## config.mk

```make
export PLATFORM = sky130hd
export DESIGN_NAME = mc_control_unit
export DESIGN_NICKNAME = d
export VERILOG_FILES = /design/src/rtl/mc_control_unit.sv
export SDC_FILE = /design/constraint.sdc
export NUM_CORES = 1
export LEC_CHECK = 0
export ABC_AREA = 0
export CORE_AREA = 2 2 39 41
export DETAILED_ROUTE_END_ITERATION = 16
export DIE_AREA = 0 0 41 43
export DONT_BUFFER_PORTS = 1
export PLACE_DENSITY = 0.67
export SETUP_SLACK_MARGIN = 0.02
export SLEW_MARGIN = 30
export SYNTH_ARGS = -nofsm -noshare
export SYNTH_HDL_FRONTEND = slang
export SYNTH_SLANG_ARGS = --single-unit
export TNS_END_PERCENT = 100
```

## constraint.sdc

```tcl
create_clock -name CLK -period 1.4 [get_ports CLK]
set_clock_uncertainty 0.15 [all_clocks]
set_input_delay 0.07 -clock CLK [delete_from_list [all_inputs] [get_ports CLK]]
set_output_delay 0.07 -clock CLK [all_outputs]
set_load 0.03 [all_outputs]
```

## src/rtl/mc_control_unit.sv

```systemverilog
// Multicycle datapath control unit: fetch/decode/execute/writeback sequencing with memory handshakes.
// Optional memory-wait watchdog enabled by defining MC_MEM_TIMEOUT_EN.
module mc_control_unit #(
    parameter int unsigned OPCODE_W    = 4,
    parameter int unsigned MEM_TIMEOUT = 16
) (
    input  logic                CLK,
    input  logic                Reset,
    input  logic [OPCODE_W-1:0] Opcode,
    input  logic                Zero,
    input  logic                MemReady,
    output logic                PCWriteCond,
    output logic                PCWrite,
    output logic                IorD,
    output logic                ALUSrcA,
    output logic                ALUOp,
    output logic                RegWrite,
    output logic                PCSrc,
    output logic                MemWrite,
    output logic                MemRead,
    output logic                IRWrite,
    output logic [1:0]          ALUSrcB,
    output logic [1:0]          ImmgenOp,
    output logic [1:0]          MemToReg,
    output logic [3:0]          current_state,
    output logic [3:0]          next_state,
    output logic                Error
);

    typedef enum logic [3:0] {
        FETCH    = 4'd0,
        DECODE   = 4'd1,
        R_E_A    = 4'd2,
        R_E_SEG  = 4'd3,
        R_W_AS   = 4'd4,
        R_W_G    = 4'd5,
        R_W_E    = 4'd6,
        J_E_JAL  = 4'd7,
        J_E_JALR = 4'd8,
        J_W      = 4'd9,
        B_E      = 4'd10,
        M_ADDR   = 4'd11,
        M_RD     = 4'd12,
        M_WB     = 4'd13,
        M_WR     = 4'd14,
        TRAP     = 4'd15
    } state_t;

    if (OPCODE_W < 4 || OPCODE_W > 8 || MEM_TIMEOUT < 2 || MEM_TIMEOUT > 255) begin : g_bad_cfg
        $error("mc_control_unit: illegal OPCODE_W or MEM_TIMEOUT");
    end

    state_t r_state;
    state_t w_next;
    logic   w_waiting;

    // Zero is qualified by PCWriteCond outside this block.
    logic w_unused_zero;
    assign w_unused_zero = Zero;

    assign w_waiting = ((r_state == FETCH) || (r_state == M_RD) || (r_state == M_WR)) && !MemReady;

`ifdef MC_MEM_TIMEOUT_EN
    logic [7:0] r_wait_cnt;
    logic       w_timeout;

    assign w_timeout = w_waiting && (r_wait_cnt == 8'(MEM_TIMEOUT));

    // Counts consecutive stalled cycles in one memory-wait state.
    always_ff @(posedge CLK or posedge Reset) begin
        if (Reset) begin
            r_wait_cnt <= 8'd0;
        end else if (w_next != r_state) begin
            r_wait_cnt <= 8'd0;
        end else if (w_waiting) begin
            r_wait_cnt <= r_wait_cnt + 8'd1;
        end
    end
`else
    logic w_timeout;
    assign w_timeout = 1'b0;
`endif

    always_ff @(posedge CLK or posedge Reset) begin
        if (Reset) begin
            r_state <= FETCH;
        end else begin
            r_state <= w_next;
        end
    end

    // Next-state selection; unexpected opcodes in dispatch states fall into TRAP.
    always_comb begin
        w_next = r_state;
        case (r_state)
            FETCH: if (MemReady) w_next = DECODE;
            DECODE: begin
                case (Opcode)
                    OPCODE_W'(0):                             w_next = R_E_A;
                    OPCODE_W'(1), OPCODE_W'(2), OPCODE_W'(3): w_next = R_E_SEG;
                    OPCODE_W'(4):                             w_next = J_E_JALR;
                    OPCODE_W'(5):                             w_next = B_E;
                    OPCODE_W'(6):                             w_next = J_E_JAL;
                    OPCODE_W'(7), OPCODE_W'(8):               w_next = M_ADDR;
                    default:                                  w_next = TRAP;
                endcase
            end
            R_E_A: w_next = R_W_AS;
            R_E_SEG: begin
                case (Opcode)
                    OPCODE_W'(1): w_next = R_W_G;
                    OPCODE_W'(2): w_next = R_W_AS;
                    OPCODE_W'(3): w_next = R_W_E;
                    default:      w_next = TRAP;
                endcase
            end
            R_W_AS, R_W_G, R_W_E: w_next = FETCH;
            J_E_JAL, J_E_JALR:    w_next = J_W;
            J_W:                  w_next = FETCH;
            B_E:                  w_next = FETCH;
            M_ADDR: begin
                case (Opcode)
                    OPCODE_W'(7): w_next = M_RD;
                    OPCODE_W'(8): w_next = M_WR;
                    default:      w_next = TRAP;
                endcase
            end
            M_RD:    if (MemReady) w_next = M_WB;
            M_WB:    w_next = FETCH;
            M_WR:    if (MemReady) w_next = FETCH;
            TRAP:    w_next = FETCH;
            default: w_next = FETCH;
        endcase
        if (w_timeout) w_next = TRAP;
    end

    // Datapath controls decoded from the current state and the memory handshake.
    always_comb begin
        PCWriteCond = 1'b0;
        PCWrite     = 1'b0;
        IorD        = 1'b0;
        ALUSrcA     = 1'b0;
        ALUOp       = 1'b0;
        RegWrite    = 1'b0;
        PCSrc       = 1'b0;
        MemWrite    = 1'b0;
        MemRead     = 1'b0;
        IRWrite     = 1'b0;
        ALUSrcB     = 2'd0;
        ImmgenOp    = 2'd0;
        MemToReg    = 2'd0;
        Error       = 1'b0;
        case (r_state)
            FETCH: begin
                MemRead = 1'b1;
                ALUSrcB = 2'd1;
                IRWrite = MemReady;
                PCWrite = MemReady;
            end
            R_E_A: ALUSrcA = 1'b1;
            R_E_SEG: begin
                ALUSrcA = 1'b1;
                ALUOp   = 1'b1;
            end
            R_W_AS: RegWrite = 1'b1;
            R_W_G: begin
                RegWrite = 1'b1;
                MemToReg = 2'd3;
            end
            R_W_E: begin
                RegWrite = 1'b1;
                MemToReg = 2'd2;
            end
            J_E_JAL: begin
                ALUSrcB  = 2'd2;
                ImmgenOp = 2'd0;
                RegWrite = 1'b1;
            end
            J_E_JALR: begin
                ALUSrcA  = 1'b1;
                RegWrite = 1'b1;
            end
            J_W: begin
                PCWrite = 1'b1;
                PCSrc   = 1'b1;
            end
            B_E: begin
                ALUSrcA     = 1'b1;
                ALUOp       = 1'b1;
                PCWriteCond = 1'b1;
                PCSrc       = 1'b1;
                ImmgenOp    = 2'd0;
            end
            M_ADDR: begin
                ALUSrcA  = 1'b1;
                ALUSrcB  = 2'd2;
                ImmgenOp = 2'd2;
            end
            M_RD: begin
                MemRead = 1'b1;
                IorD    = 1'b1;
            end
            M_WB: begin
                RegWrite = 1'b1;
                MemToReg = 2'd1;
            end
            M_WR: begin
                MemWrite = 1'b1;
                IorD     = 1'b1;
            end
            TRAP:    Error = 1'b1;
            default: ;
        endcase
    end

    assign current_state = r_state;
    assign next_state    = w_next;

endmodule
```

==> results.txt <==
Synth Net Count: 90
CP startpoint: current_state[3]
Die Y: 43 um
R2R Path Start: current_state[3]
max reg flops: 4
worst-case clock buffer depth: 2
initial core utilization: 39.78%
post-synthesis sequential area ratio: 18.18%
EDFF count, synth: 0
status: finished, violations left
Netlist cell types: 31
cell area after synthesis: 550.5 sq um
Routed WL: 3.125 mm
worst reg2reg path depth: 6
Leak: 0.0005399 uW
top_reg_cell synth: dfrtp_1
drt drc: 0
cells after synthesis: 82
Worst Setup End Kind: primary output
CTS tree: done
Arr. time, crit path: 1630 ps
Placed Area: 1022 sq um
core area: 1384 sq um
Layout Nets: 136
CP Data Required Time: 1180 ps
final instance area: 1294 sq um
CP startpoint kind: register
CTS Hold Bufs: 1
1st-pass router iterations: 4
largest net degree at the start of global routing: 10
Ports: 33
# fillers: 48
DRT iter0 DRCs: 46
Syn Area/Cell: 6.714 sq um
worst hold margin: -32.83 ps
CTS buffer count: 3
highest-count cells in the layout ignoring fill and taps: buf_4, buf_6, buf_12, nor2_1, inv_1
most common cell after layout, fill and taps aside: buf_4
Final Hold Violating Endpoints: 3
failing checks: negative hold slack, negative setup slack
max-cap viol count: 0
full die area: 1763 sq um
pwr dens: 2931 nW/um^2
Area Overhead vs Synth: 135.0%
# port buffers: 0
RSZ-0062 raised after global routing: yes
Antenna Violating Nets Remaining: 0
fmax: 0.5400 GHz
routability cong.: 0.8113
Root Driver: clkbuf_4
Final period util: 132.3%
synthesis-stage register bit count: 4
Worst-Skew Late Latency: 250 ps
final slew viol count: 0
multi-input logic area: 625.6 sq um
GRT overflow: 0
row count: 14
hold crit path type: in2reg
Register Area: 105.1 sq um
vias per std cell: 6.162
clk slew on worst S/H paths: 40 ps
Critical Path Fanout Max: 8
setup TNS: -5951 ps
initial antenna violation count: 0
All-Layer GR Usage: 34.24%
HPWL after detailed placement: 1.508 mm
r2r endpoint: current_state[1]
CP Class: reg2out
first-pass GRT wire length: 3.995 mm
via count: 875
share of cells above drive strength 1: 70.63%
critical path capture point: next_state[1]
Synth warnings: 0
final worst setup slack: -451.8 ps
Setup Viol. Count Final: 24
minimum clock period: 1852 ps
H-tree levels: 1
Max IR drop VDD: 2.365 mV
Die Wd: 41 um
number of global-route vias before repair: 878
DR WL/cell: 22.01 um
CTS Sinks: 4
Synth async-reset ratio: 100.0%
reg2reg setup slack: -210 ps
n_diodes: 0
## kinds of logic after synthesis
kind of cell,Yosys count,share of synthesized area [%]
other cells,1,0.6812
compound gates,25,29.55
xor+xnor,2,3.182
buf+inv,13,12.95
flops,4,18.18
simple gates,36,33.64
fa+ha+maj,1,1.818
## area by class of cell
class / count / share of cell area (%)
Multi-Input combinational cell: 65 / 48.36
Sequential cell: 4 / 8.124
Timing Repair Buffer: 48 / 38.49
Inverter: 6 / 1.741
Clock buffer: 3 / 1.741
Tap cell: 16 / 1.547
## per-stage QoR
step	power, uW	worst slack [ps]	utilization, %	instances
2_1_floorplan	1903	-357.4	-	82
3_3_place_gp	2838	-136.3	73.87	132
3_5_place_dp	2873	-143.8	73.87	132
4_1_cts	3400	-366.3	87.52	139
5_1_grt	3879	-460.7	93.49	142
6_report	3791	-451.8	93.49	142
## timing repair
item	in CTS	in global routing
pin swaps	6	7
gates resized for setup	34	12
setup buffers	3	4
cloned	0	0
endpoints found under the hold margin	6	2
setup endpoints to repair	24	24
## synth_stat cells, types with 2 or more instances
| library cell | n | area share, % |
|---|---|---|
| nor2_1 | 13 | 8.9 |
| buf_2 | 3 | 2.7 |
| nand2_1 | 8 | 5.5 |
| nand2b_1 | 3 | 3.4 |
| o21ai_0 | 4 | 3.6 |
| buf_4 | 3 | 4.1 |
| nor2b_1 | 2 | 2.3 |
| a211oi_1 | 2 | 2.7 |
| inv_1 | 6 | 4.1 |
| dfrtp_1 | 4 | 18 |
| o311ai_1 | 3 | 4.8 |
| xnor2_1 | 2 | 3.2 |
| o21ai_1 | 2 | 1.8 |
| nor3_1 | 3 | 2.7 |
| a31oi_1 | 2 | 2.3 |
| a21oi_1 | 7 | 6.4 |
## worst min path at each step
stage	start	endpoint	slack [ps]	cells after the start
final	MemReady	current_state[1]	-30	2
after global routing	MemReady	current_state[1]	-40	2
after CTS	MemReady	current_state[1]	-170	1
after detailed placement	Reset	current_state[2]	-300	1
after global placement	Reset	current_state[2]	-300	1
after floorplan	Reset	current_state[0]	-310	1
## power breakdown
| part | internal, uW | switching [uW] |
|---|---|---|
| Sequential | 178 | 108 |
| Combinational | 1530 | 1820 |
| Clock | 96.7 | 59.3 |
| Total | 1800 | 1990 |
## worst max-delay path, stage by stage (launching register included)
cell      delay, ps
dfrtp_2         470
nor2_2          190
nand2_2         110
a221o_1         320
o311ai_4        130
buf_12          170
## metal layers
metal | track usage [%] | vias to the layer above | wire length (um)
met3 | 8.377 | 13 | 179
met2 | 51.25 | 56 | 1653
met1 | 37.34 | 430 | 1165
met4 | 30.00 | 0 | 127
li1 | - | 376 | -
met5 | 0 | - | 0
Note: power is estimated with default switching activity, not from simulation.
